### src/rtl/alu_pkg.sv
// Shared constants for the EX-stage ALU control: ALUControl codes, funct fields,
// mul/div sequencer states and the single-cycle ALU decode.
package alu_pkg;

   localparam logic [2:0] ALU_AND = 3'b000;
   localparam logic [2:0] ALU_OR  = 3'b001;
   localparam logic [2:0] ALU_ADD = 3'b010;
   localparam logic [2:0] ALU_SUB = 3'b100;
   localparam logic [2:0] ALU_MUL = 3'b101;
   localparam logic [2:0] ALU_SLT = 3'b110;

   localparam logic [1:0] OP_ADD   = 2'b00;
   localparam logic [1:0] OP_SUB   = 2'b01;
   localparam logic [1:0] OP_RTYPE = 2'b10;

   localparam logic [5:0] F_ADD   = 6'b100000;
   localparam logic [5:0] F_SUB   = 6'b100010;
   localparam logic [5:0] F_AND   = 6'b100100;
   localparam logic [5:0] F_OR    = 6'b100101;
   localparam logic [5:0] F_SLT   = 6'b101010;
   localparam logic [5:0] F_MUL   = 6'b011100;
   localparam logic [5:0] F_MULT  = 6'b011000;
   localparam logic [5:0] F_MULTU = 6'b011001;
   localparam logic [5:0] F_DIV   = 6'b011010;
   localparam logic [5:0] F_DIVU  = 6'b011011;
   localparam logic [5:0] F_MFHI  = 6'b010000;
   localparam logic [5:0] F_MFLO  = 6'b010010;

   localparam logic [1:0] ST_IDLE = 2'd0;
   localparam logic [1:0] ST_RUN  = 2'd1;
   localparam logic [1:0] ST_FIN  = 2'd2;

   // Single-cycle ALU select; anything not listed falls back to add.
   function automatic logic [2:0] alu_decode(input logic [1:0] alu_op, input logic [5:0] funct);
      logic [2:0] ctl;
      ctl = ALU_ADD;
      case (alu_op)
         OP_ADD: ctl = ALU_ADD;
         OP_SUB: ctl = ALU_SUB;
         OP_RTYPE: begin
            case (funct)
               F_ADD:   ctl = ALU_ADD;
               F_SUB:   ctl = ALU_SUB;
               F_AND:   ctl = ALU_AND;
               F_OR:    ctl = ALU_OR;
               F_SLT:   ctl = ALU_SLT;
               F_MUL:   ctl = ALU_MUL;
               default: ctl = ALU_ADD;
            endcase
         end
         default: ctl = ALU_ADD;
      endcase
      return ctl;
   endfunction

endpackage

### src/rtl/muldiv_iter.sv
// Iterative shift-add multiplier / restoring divider on operand magnitudes,
// with sign fix-up applied combinationally while in FIN.
module muldiv_iter
   import alu_pkg::*;
#(
   parameter int unsigned DATA_W = 32,
   parameter int unsigned CNT_W  = $clog2(DATA_W) + 1
) (
   input  logic              clk,
   input  logic              rst,
   input  logic              start_i,
   input  logic              flush_i,
   input  logic              div_i,
   input  logic              signed_i,
   input  logic [DATA_W-1:0] a_i,
   input  logic [DATA_W-1:0] b_i,
   output logic [1:0]        state_o,
   output logic              done_c,
   output logic [DATA_W-1:0] hi_c,
   output logic [DATA_W-1:0] lo_c
);

   logic [1:0]          state_q, state_d;
   logic [CNT_W-1:0]    cnt_q, cnt_d;
   logic [DATA_W-1:0]   acc_q, acc_d;
   logic [DATA_W-1:0]   sh_q, sh_d;
   logic [DATA_W-1:0]   mcand_q, mcand_d;
   logic                is_div_q, is_div_d;
   logic                neg_quo_q, neg_quo_d;
   logic                neg_rem_q, neg_rem_d;

   logic                a_neg, b_neg, div_ge;
   logic [DATA_W-1:0]   a_mag, b_mag;
   logic [DATA_W:0]     mul_sum, div_shift;
   logic [2*DATA_W-1:0] prod, prod_fix;

   always_comb begin
      state_d   = state_q;
      cnt_d     = cnt_q;
      acc_d     = acc_q;
      sh_d      = sh_q;
      mcand_d   = mcand_q;
      is_div_d  = is_div_q;
      neg_quo_d = neg_quo_q;
      neg_rem_d = neg_rem_q;

      a_neg     = signed_i & a_i[DATA_W-1];
      b_neg     = signed_i & b_i[DATA_W-1];
      a_mag     = a_neg ? -a_i : a_i;
      b_mag     = b_neg ? -b_i : b_i;
      mul_sum   = sh_q[0] ? ({1'b0, acc_q} + {1'b0, mcand_q}) : {1'b0, acc_q};
      div_shift = {acc_q, sh_q[DATA_W-1]};
      div_ge    = (div_shift >= {1'b0, mcand_q});

      case (state_q)
         ST_IDLE: begin
            if (start_i) begin
               is_div_d = div_i;
               if (div_i && (b_i == '0)) begin
                  // Divide by zero: preload the final HI/LO pattern and skip RUN.
                  acc_d     = a_i;
                  sh_d      = '1;
                  mcand_d   = '0;
                  neg_quo_d = 1'b0;
                  neg_rem_d = 1'b0;
                  cnt_d     = '0;
                  state_d   = ST_FIN;
               end else begin
                  acc_d     = '0;
                  sh_d      = a_mag;
                  mcand_d   = b_mag;
                  neg_quo_d = a_neg ^ b_neg;
                  neg_rem_d = a_neg;
                  cnt_d     = CNT_W'(DATA_W);
                  state_d   = ST_RUN;
               end
            end
         end
         ST_RUN: begin
            if (flush_i) begin
               cnt_d   = '0;
               state_d = ST_IDLE;
            end else begin
               if (is_div_q) begin
                  acc_d = div_ge ? DATA_W'(div_shift - {1'b0, mcand_q}) : div_shift[DATA_W-1:0];
                  sh_d  = {sh_q[DATA_W-2:0], div_ge};
               end else begin
                  acc_d = mul_sum[DATA_W:1];
                  sh_d  = {mul_sum[0], sh_q[DATA_W-1:1]};
               end
               cnt_d = cnt_q - CNT_W'(1);
               if (cnt_q == CNT_W'(1)) begin
                  state_d = ST_FIN;
               end
            end
         end
         ST_FIN:  state_d = ST_IDLE;
         default: state_d = ST_IDLE;
      endcase
   end

   // Result sign correction; only meaningful while in FIN.
   always_comb begin
      prod     = {acc_q, sh_q};
      prod_fix = neg_quo_q ? -prod : prod;
      if (is_div_q) begin
         hi_c = neg_rem_q ? -acc_q : acc_q;
         lo_c = neg_quo_q ? -sh_q : sh_q;
      end else begin
         hi_c = prod_fix[2*DATA_W-1:DATA_W];
         lo_c = prod_fix[DATA_W-1:0];
      end
      done_c  = (state_q == ST_FIN) & ~flush_i;
      state_o = state_q;
   end

   always_ff @(posedge clk) begin
      if (rst) begin
         state_q   <= ST_IDLE;
         cnt_q     <= '0;
         acc_q     <= '0;
         sh_q      <= '0;
         mcand_q   <= '0;
         is_div_q  <= 1'b0;
         neg_quo_q <= 1'b0;
         neg_rem_q <= 1'b0;
      end else begin
         state_q   <= state_d;
         cnt_q     <= cnt_d;
         acc_q     <= acc_d;
         sh_q      <= sh_d;
         mcand_q   <= mcand_d;
         is_div_q  <= is_div_d;
         neg_quo_q <= neg_quo_d;
         neg_rem_q <= neg_rem_d;
      end
   end

endmodule

### src/rtl/alu_ctrl_seq.sv
// EX-stage ALU control: single-cycle decode, mul/div issue and stall,
// HI/LO registers and mfhi/mflo read-out.
module alu_ctrl_seq
   import alu_pkg::*;
#(
   parameter int unsigned DATA_W = 32,
   parameter int unsigned CNT_W  = $clog2(DATA_W) + 1
) (
   input  logic              CLK,
   input  logic              RST,
   input  logic [5:0]        Funct,
   input  logic [1:0]        ALUOp,
   input  logic              Start,
   input  logic              Flush,
   input  logic [DATA_W-1:0] SrcA,
   input  logic [DATA_W-1:0] SrcB,
   output logic [2:0]        ALUControl,
   output logic              Stall,
   output logic              Done,
   output logic [DATA_W-1:0] HiLoOut
);

   logic [DATA_W-1:0] hi_q, hi_d, lo_q, lo_d;
   logic [DATA_W-1:0] md_hi_c, md_lo_c;
   logic [1:0]        md_state;
   logic              md_done_c;
   logic              rtype, is_md, is_mfhi, is_mflo, issue_c;

   always_comb begin
      rtype   = (ALUOp == OP_RTYPE);
      is_md   = rtype & (Funct inside {F_MULT, F_MULTU, F_DIV, F_DIVU});
      is_mfhi = rtype & (Funct == F_MFHI);
      is_mflo = rtype & (Funct == F_MFLO);
      issue_c = Start & is_md & (md_state == ST_IDLE) & ~Flush;

      ALUControl = alu_decode(ALUOp, Funct);
      // A move behind an in-flight mul/div waits until HI/LO are written.
      Stall = issue_c | (md_state == ST_RUN) | (md_state == ST_FIN) |
              (Start & (is_mfhi | is_mflo) & (md_state != ST_IDLE));
      Done  = md_done_c;

      HiLoOut = '0;
      if (is_mfhi) begin
         HiLoOut = hi_q;
      end else if (is_mflo) begin
         HiLoOut = lo_q;
      end

      hi_d = hi_q;
      lo_d = lo_q;
      if (md_done_c) begin
         hi_d = md_hi_c;
         lo_d = md_lo_c;
      end
   end

   muldiv_iter #(
      .DATA_W (DATA_W),
      .CNT_W  (CNT_W)
   ) u_muldiv (
      .clk      (CLK),
      .rst      (RST),
      .start_i  (issue_c),
      .flush_i  (Flush),
      .div_i    (Funct[1]),
      .signed_i (~Funct[0]),
      .a_i      (SrcA),
      .b_i      (SrcB),
      .state_o  (md_state),
      .done_c   (md_done_c),
      .hi_c     (md_hi_c),
      .lo_c     (md_lo_c)
   );

   always_ff @(posedge CLK) begin
      if (RST) begin
         hi_q <= '0;
         lo_q <= '0;
      end else begin
         hi_q <= hi_d;
         lo_q <= lo_d;
      end
   end

endmodule

### config.mk
export PLATFORM = sky130hd
export DESIGN_NAME = alu_ctrl_seq
export DESIGN_NICKNAME = d
export VERILOG_FILES = /design/src/rtl/alu_pkg.sv /design/src/rtl/muldiv_iter.sv /design/src/rtl/alu_ctrl_seq.sv
export SDC_FILE = /design/constraint.sdc
export NUM_CORES = 1
export LEC_CHECK = 0
export ABC_CLOCK_PERIOD_IN_PS = 5050
export CORE_MARGIN = 10
export CORE_UTILIZATION = 40
export CTS_BUF_LIST = sky130_fd_sc_hd__clkbuf_2
export DETAILED_ROUTE_END_ITERATION = 12
export GPL_TIMING_DRIVEN = 1
export PLACE_DENSITY_LB_ADDON = 0.08
export SYNTH_ARGS = -nofsm -noshare
export SYNTH_HDL_FRONTEND = slang
export SYNTH_SLANG_ARGS = --single-unit
### constraint.sdc
create_clock -name CLK -period 5.05 [get_ports CLK]
set_clock_uncertainty 0.2 [all_clocks]
set_input_delay 1.515 -clock CLK [delete_from_list [all_inputs] [get_ports CLK]]
set_output_delay 1.515 -clock CLK [all_outputs]
set_load 0.01 [all_outputs]
Word-level counts from Yosys, hierarchy flattened --
Cells that the tools add are included.
Storage, ports and cells: register bits after elaboration 171, input bits 76, output and inout bits 37, word-level logic and storage cells 101
Operators by class: add/subtract/negate cells 8, order comparisons 1, eq/ne operators 19, mux-type cells 35, bitwise operators 18, reduce and logical (&&, ||, !) cells 10
Operators with widths (count):
- 32-bit two-way mux | 18
- 32-bit negation | 4
- 32-bit one-hot mux with 2 select lines | 2
- 64-bit two-way mux | 1
- 64-bit negation | 1
- 6-bit by 5-bit == test with 1-bit output (second input constant) | 7
- 32-bit by 32-bit adder with 33-bit output | 1
- 33-bit by 32-bit greater-or-equal comparator with 1-bit output | 1
- 33-bit two-way mux | 1
- 32-bit logical NOT | 1
- 32-bit subtractor | 1
- 6-bit == test (second input constant) | 4
- 6-bit two-way mux | 3
- 3-bit one-hot mux with 5 select lines | 1
- 6-bit one-hot mux with 2 select lines | 1
- 1-bit bitwise AND | 11
- 2-bit two-way mux | 4
- 6-bit by 1-bit == test with 1-bit output (second input constant) | 1
- 3-bit one-hot mux with 2 select lines | 1
- 2-bit AND reduction | 3
- 6-bit by 1-bit subtractor with 6-bit output (second input constant) | 1
- 2-bit by 1-bit == test with 1-bit output (second input constant) | 2
- 2-bit == test (second input constant) | 2
- 2-bit != test (second input constant) | 2
- other kinds (11) | 17

Logic depth before layout (Yosys ltp) --
word-level depth 9, gate-level depth with buffers 15, mapped depth without buffers 13

Modules after synthesis --
From an unflattened synthesis, not the netlist that was laid out.
Second synthesis, totals: cells, all modules 2054, area total of the unflattened synthesis 15452.3 um^2
By module, submodules not included:
- muldiv_iter | times used 1, cells an instance 1749, area an instance 12532.0 um^2, seq. area each 2142.1 um^2
- alu_ctrl_seq | times used 1, cells an instance 305, area an instance 2920.3 um^2, seq. area each 1281.2 um^2

Least setup slack after synthesis --
OpenSTA, ideal clock, no wires.
path type input to output, from input port Funct[1], to output port HiLoOut[10], data arrival time 2.591 ns, setup slack 0.744 ns, stages 4, path buffers 2, cell sequence clkbuf_1 -> clkbuf_1 -> mux2i_1 -> nor2_1
On the way: word-level cells in the longest chain between the ends 4
Ends and longest elaborated chain:
- start: declaration | RTL line alu_ctrl_seq.sv:11 | input logic [5:0] Funct,
- 6-bit by 5-bit == test with 1-bit output | RTL line alu_ctrl_seq.sv:33 | is_mflo = rtype & (Funct == F_MFLO);
- 1-bit bitwise AND | RTL line alu_ctrl_seq.sv:33
- 32-bit two-way mux | RTL line alu_ctrl_seq.sv:45 | end else if (is_mflo) begin
- 32-bit two-way mux * | RTL line alu_ctrl_seq.sv:43 | if (is_mfhi) begin
- end: declaration | RTL line alu_ctrl_seq.sv:20 | output logic [DATA_W-1:0] HiLoOut
Mark *: on every way between the ends. The rest lies on a longest branch, timed or not.

Worst setup path after layout --
from input port ALUOp[1], to output port Stall
On the way: word-level cells in the longest chain between the ends 8
Ends and longest elaborated chain:
- start: declaration | RTL line alu_ctrl_seq.sv:12 | input logic [1:0] ALUOp,
- 2-bit == test * | RTL line alu_ctrl_seq.sv:30 | rtype = (ALUOp == OP_RTYPE);
- 1-bit bitwise AND | RTL line alu_ctrl_seq.sv:31 | is_md = rtype & (Funct inside {F_MULT, F_MULTU, F_DIV, F_DIVU});
- 1-bit bitwise AND (3 in a row) | RTL line alu_ctrl_seq.sv:34 | issue_c = Start & is_md & (md_state == ST_IDLE) & ~Flush;
- 1-bit bitwise OR (2 in a row) | RTL line alu_ctrl_seq.sv:38 | Stall = issue_c | (md_state == ST_RUN) | (md_state == ST_FIN) |
- 1-bit bitwise OR * | RTL line alu_ctrl_seq.sv:38
- end: declaration | RTL line alu_ctrl_seq.sv:18 | output logic Stall,
Marks and branches as above.

==> results_dict.tcl <==
set metrics [dict create \
    io_buffers 112 \
    ys_warn_count 0 \
    drt_iter0_drc 1243 \
    cp-startpoint "ALUOp[1]" \
    cts_tree "yes" \
    clkPwrFrac_pct 31.0 \
    ant_nets 0 \
    cp_slowest_stage_delay_ps 490 \
    synth_mux_area_share_pct 5.45 \
    grt_start_max_net_pins 100 \
    synth_cell_types 75 \
    synthXorXnorAreaFrac_pct 10.1 \
    synth_edf_count 0 \
    drt-total-wl_mm 56.2 \
    path_buf_inv 2 \
    critical-path-top-delay-family "buffers and inverters" \
    dr.pass1.iters 6 \
    cts_max_level 4 \
    synth_cells 1966 \
    routed_via_density 6.02 \
    drive_gt1_share_pct 8.19 \
    post-dp-hpwl_mm 43.6 \
    regToRegStartpoint "u_muldiv.acc_q[0]" \
    synthArstFlopShare_pct 0 \
    r2r_slack_ps 580 \
    ys_seq_area_share_pct 23.6 \
    synthTopCellsByArea "dfxtp_1, nor2_1, xor2_1, ha_1, a21oi_1" \
    grt_pass1_vias 13900 \
    fin_crit_sh_pct 96.5 \
    die_y_um 211 \
    slew_headroom_pct 19.1 \
    finalCriticalPeriod_ps 4870 \
    syn-cell-area_mm2 0.0145 \
    p_per_area_mw_per_mm2 158 \
    seq_power_share_pct 51.6 \
    syn_nets 2116 \
    synth_top_flop_cell "dfxtp_1" \
    clkLatencyLatePin_ps 880 \
    cp.depth 8 \
    ir_worst_vdd_mv 0.117 \
    num_vias 15200 \
    synth_top_family_by_area "compound AO/OA/AOI/OAI gates" \
    synth_compound_area_share_pct 28.4 \
    yosysTopAreaCell "dfxtp_1" \
    grt_overflow 0 \
    rows 69 \
    path_max_fanout 5 \
    grt_pass1_wl_mm 85.1 \
    intPower_mw 1.79 \
    max_freq_mhz 205 \
    p_comb_share_pct 17.4 \
    worst_setup_path_end_kind "primary output" \
    worst_slew_pin_slew_ps 1210 \
    holdWs_ps 269 \
    start_util_pct 40.7 \
    endpoint "Stall" \
    num_io_pins 113 \
    worst_ep_required_time_ps 3340 \
    slowest_stage "clkdlybuf4s50_1" \
    p_sw_share_pct 32.1 \
    path_cells "clkdlybuf4s50_1 > ha_2 > nor2b_2 > nand3_2 > o211ai_1 > o21ai_0 > nand2_1 > dlygate4sd2_1" \
    p_leak_nw 6.64 \
    maxSlewViolCount 0 \
    drv_cap 0 \
    rsz0062_at_grt "no" \
    cp-start-kind "primary input" \
    synth_top_area_share_pct 23.6 \
    hold_violations 0 \
    numCtsBuffers 17 \
    place_ws_ps -172 \
    outcome "completed" \
    antenna_found_initial 1 \
    final_nets 2201 \
    r2r_cells 13 \
    avgSynthCellArea_um2 7.39 \
    worstSetupPathType "in -> out" \
    path_clk_slew_ps 240 \
    coreArea_mm2 0.0357 \
    r2r-end "u_muldiv.acc_q[14]" \
    gp_congestion 0.944 \
    die_w_um 211 \
    p_switching_mw 0.848 \
    fillCellCount 3709 \
    min_path_type "reg -> reg" \
    drc 0 \
    dpl_cell_area_mm2 0.0165 \
    die_area_mm2 0.0443 \
    root_buffer "clkbuf_2" \
    worst_slack_ps 177 \
    critPathArrivalTime_ps 3160 \
    setup-violations-final 0 \
    synthAdderAreaFrac_pct 6.48 \
    post_drt_wl_per_cell_um 22.3 \
    final_area_mm2 0.0167 \
    clk_path_buf_depth 2 \
    grtUsageTotal_pct 24.6 \
    syn_to_final_growth_pct 15.0 \
    synth-simple-area-share_pct 20.5 \
    cts_sinks 171 \
    synth-seq-cells 171 \
]
flip-flops by register name, summed over array words and instances, names as in the netlist:
| name | flops |
|---|---|
| hi_q | 32 |
| lo_q | 32 |
| u_muldiv.acc_q | 32 |
| u_muldiv.cnt_q | 6 |
| u_muldiv.is_div_q | 1 |
| u_muldiv.mcand_q | 32 |
| u_muldiv.neg_quo_q | 1 |
| u_muldiv.neg_rem_q | 1 |
| u_muldiv.sh_q | 32 |
| u_muldiv.state_o | 2 |
cells in the mapped netlist (7+ instances only):
library cell,n
a311oi_1,13
a221oi_1,38
a21o_1,37
a21oi_1,171
o21bai_1,12
or3_1,28
mux2_2,9
nand4_1,15
dfxtp_1,171
nor3_1,48
nor4_1,21
a2111oi_0,11
o21ai_0,102
or4_1,11
and3_1,7
a31oi_1,11
mux2i_1,69
nand2_1,162
a211oi_1,110
inv_1,71
o211ai_1,19
clkbuf_1,126
o41ai_1,16
o21a_1,8
o31ai_1,23
a211o_1,7
ha_1,72
xnor2_1,64
xor2_1,103
nor2_1,260
buf_1,7
nor2b_1,12
nand2b_1,20
nand3_1,22
per-stage QoR:
step / setup TNS [ps] / power, mW / std cells / util (%)
3_5_place_dp: -4480 / 1.84 / 2492 / 46.2
6_report: 0 / 2.64 / 2527 / 46.9
5_1_grt: 0 / 2.75 / 2526 / 46.9
4_1_cts: 0 / 2.65 / 2524 / 46.8
2_1_floorplan: 0 / 1.64 / 1966 / -
3_3_place_gp: -3160 / 1.84 / 2492 / 46.2
tightest hold or removal path, cell delays in order (launching register included):
cell and delay, ps:
dfxtp_1 370, nand2_1 50, a21oi_1 50
layout by cell type (no fill, tap or decap), types with 13 or more instances in the layout:
master | netlist | layout
a21oi_1 | 171 | 171
mux2i_1 | 69 | 69
xnor2_1 | 64 | 64
inv_1 | 71 | 71
o31ai_1 | 23 | 23
nor4_1 | 21 | 21
ha_1 | 72 | 71
xor2_1 | 103 | 103
nand4_1 | 15 | 15
nor2_1 | 260 | 257
dlygate4sd2_1 | 0 | 34
or3_1 | 28 | 28
o211ai_1 | 19 | 19
nand2_1 | 162 | 162
nor3_1 | 48 | 47
buf_4 | 0 | 88
clkbuf_2 | 0 | 18
a221oi_1 | 38 | 38
a21o_1 | 37 | 37
nand2b_1 | 20 | 20
o21ai_0 | 102 | 102
clkdlybuf4s50_1 | 0 | 74
nand3_1 | 22 | 21
o41ai_1 | 16 | 16
a211oi_1 | 110 | 110
a311oi_1 | 13 | 13
dfxtp_1 | 171 | 170
cell families after synthesis:
kind of cell,after synthesis
buffers and inverters,212
DFF,171
muxes,78
adders and majority gates,74
AOI/OAI and AO/OA,620
and+or+nand+nor,644
xor gates and xnor gates,167
final cells by class:
cell class	count	area, µm²	share of cell area (%)
Inverter	73	274	1.64
Clock inverter	14	155	0.929
Sequential cell	171	3430	20.5
Timing Repair Buffer	205	1840	11.0
Multi-Input combinational cell	1583	10300	61.9
Clock buffer	18	90.1	0.539
Antenna cell	2	5.00	0.0300
Tap cell	461	577	3.45
per-layer routing:
| metal | GRT usage [%] | vias up | part of all wire, % |
|---|---|---|---|
| met5 | 0 | - | 0 |
| met4 | 8.17 | 0 | 2.8 |
| met3 | 4.29 | 77 | 6.5 |
| met2 | 39.2 | 556 | 46 |
| met1 | 33.0 | 7220 | 45 |
| li1 | - | 7355 | - |
worst min-delay path by stage:
stage,startpoint,endpoint,slack [ps],cells past startpoint
global placement,hi_q[6],hi_q[6],240,2
detailed placement,hi_q[18],hi_q[18],250,2
CTS,hi_q[18],hi_q[18],270,2
finish,hi_q[18],hi_q[18],270,2
floorplan,hi_q[10],hi_q[10],230,2
global route,hi_q[6],hi_q[6],280,2
what timing repair did:
| action | CTS | global route |
|---|---|---|
| pin swaps | 0 | 0 |
| resized for setup | 38 | 4 |
| setup buffers | 0 | 0 |
| setup endpoints to repair | 35 | 2 |
| hold buffers | 0 | 0 |
power by group through the flow:
stage	Clock (mW)	Combinational (mW)	Sequential [mW]
floorplan	0	0.253	1.39
global placement	0	0.451	1.39
detailed placement	0	0.451	1.39
CTS	0.834	0.455	1.36
global route	0.886	0.495	1.37
finish	0.819	0.458	1.36
(Power assumes the default switching activity.)
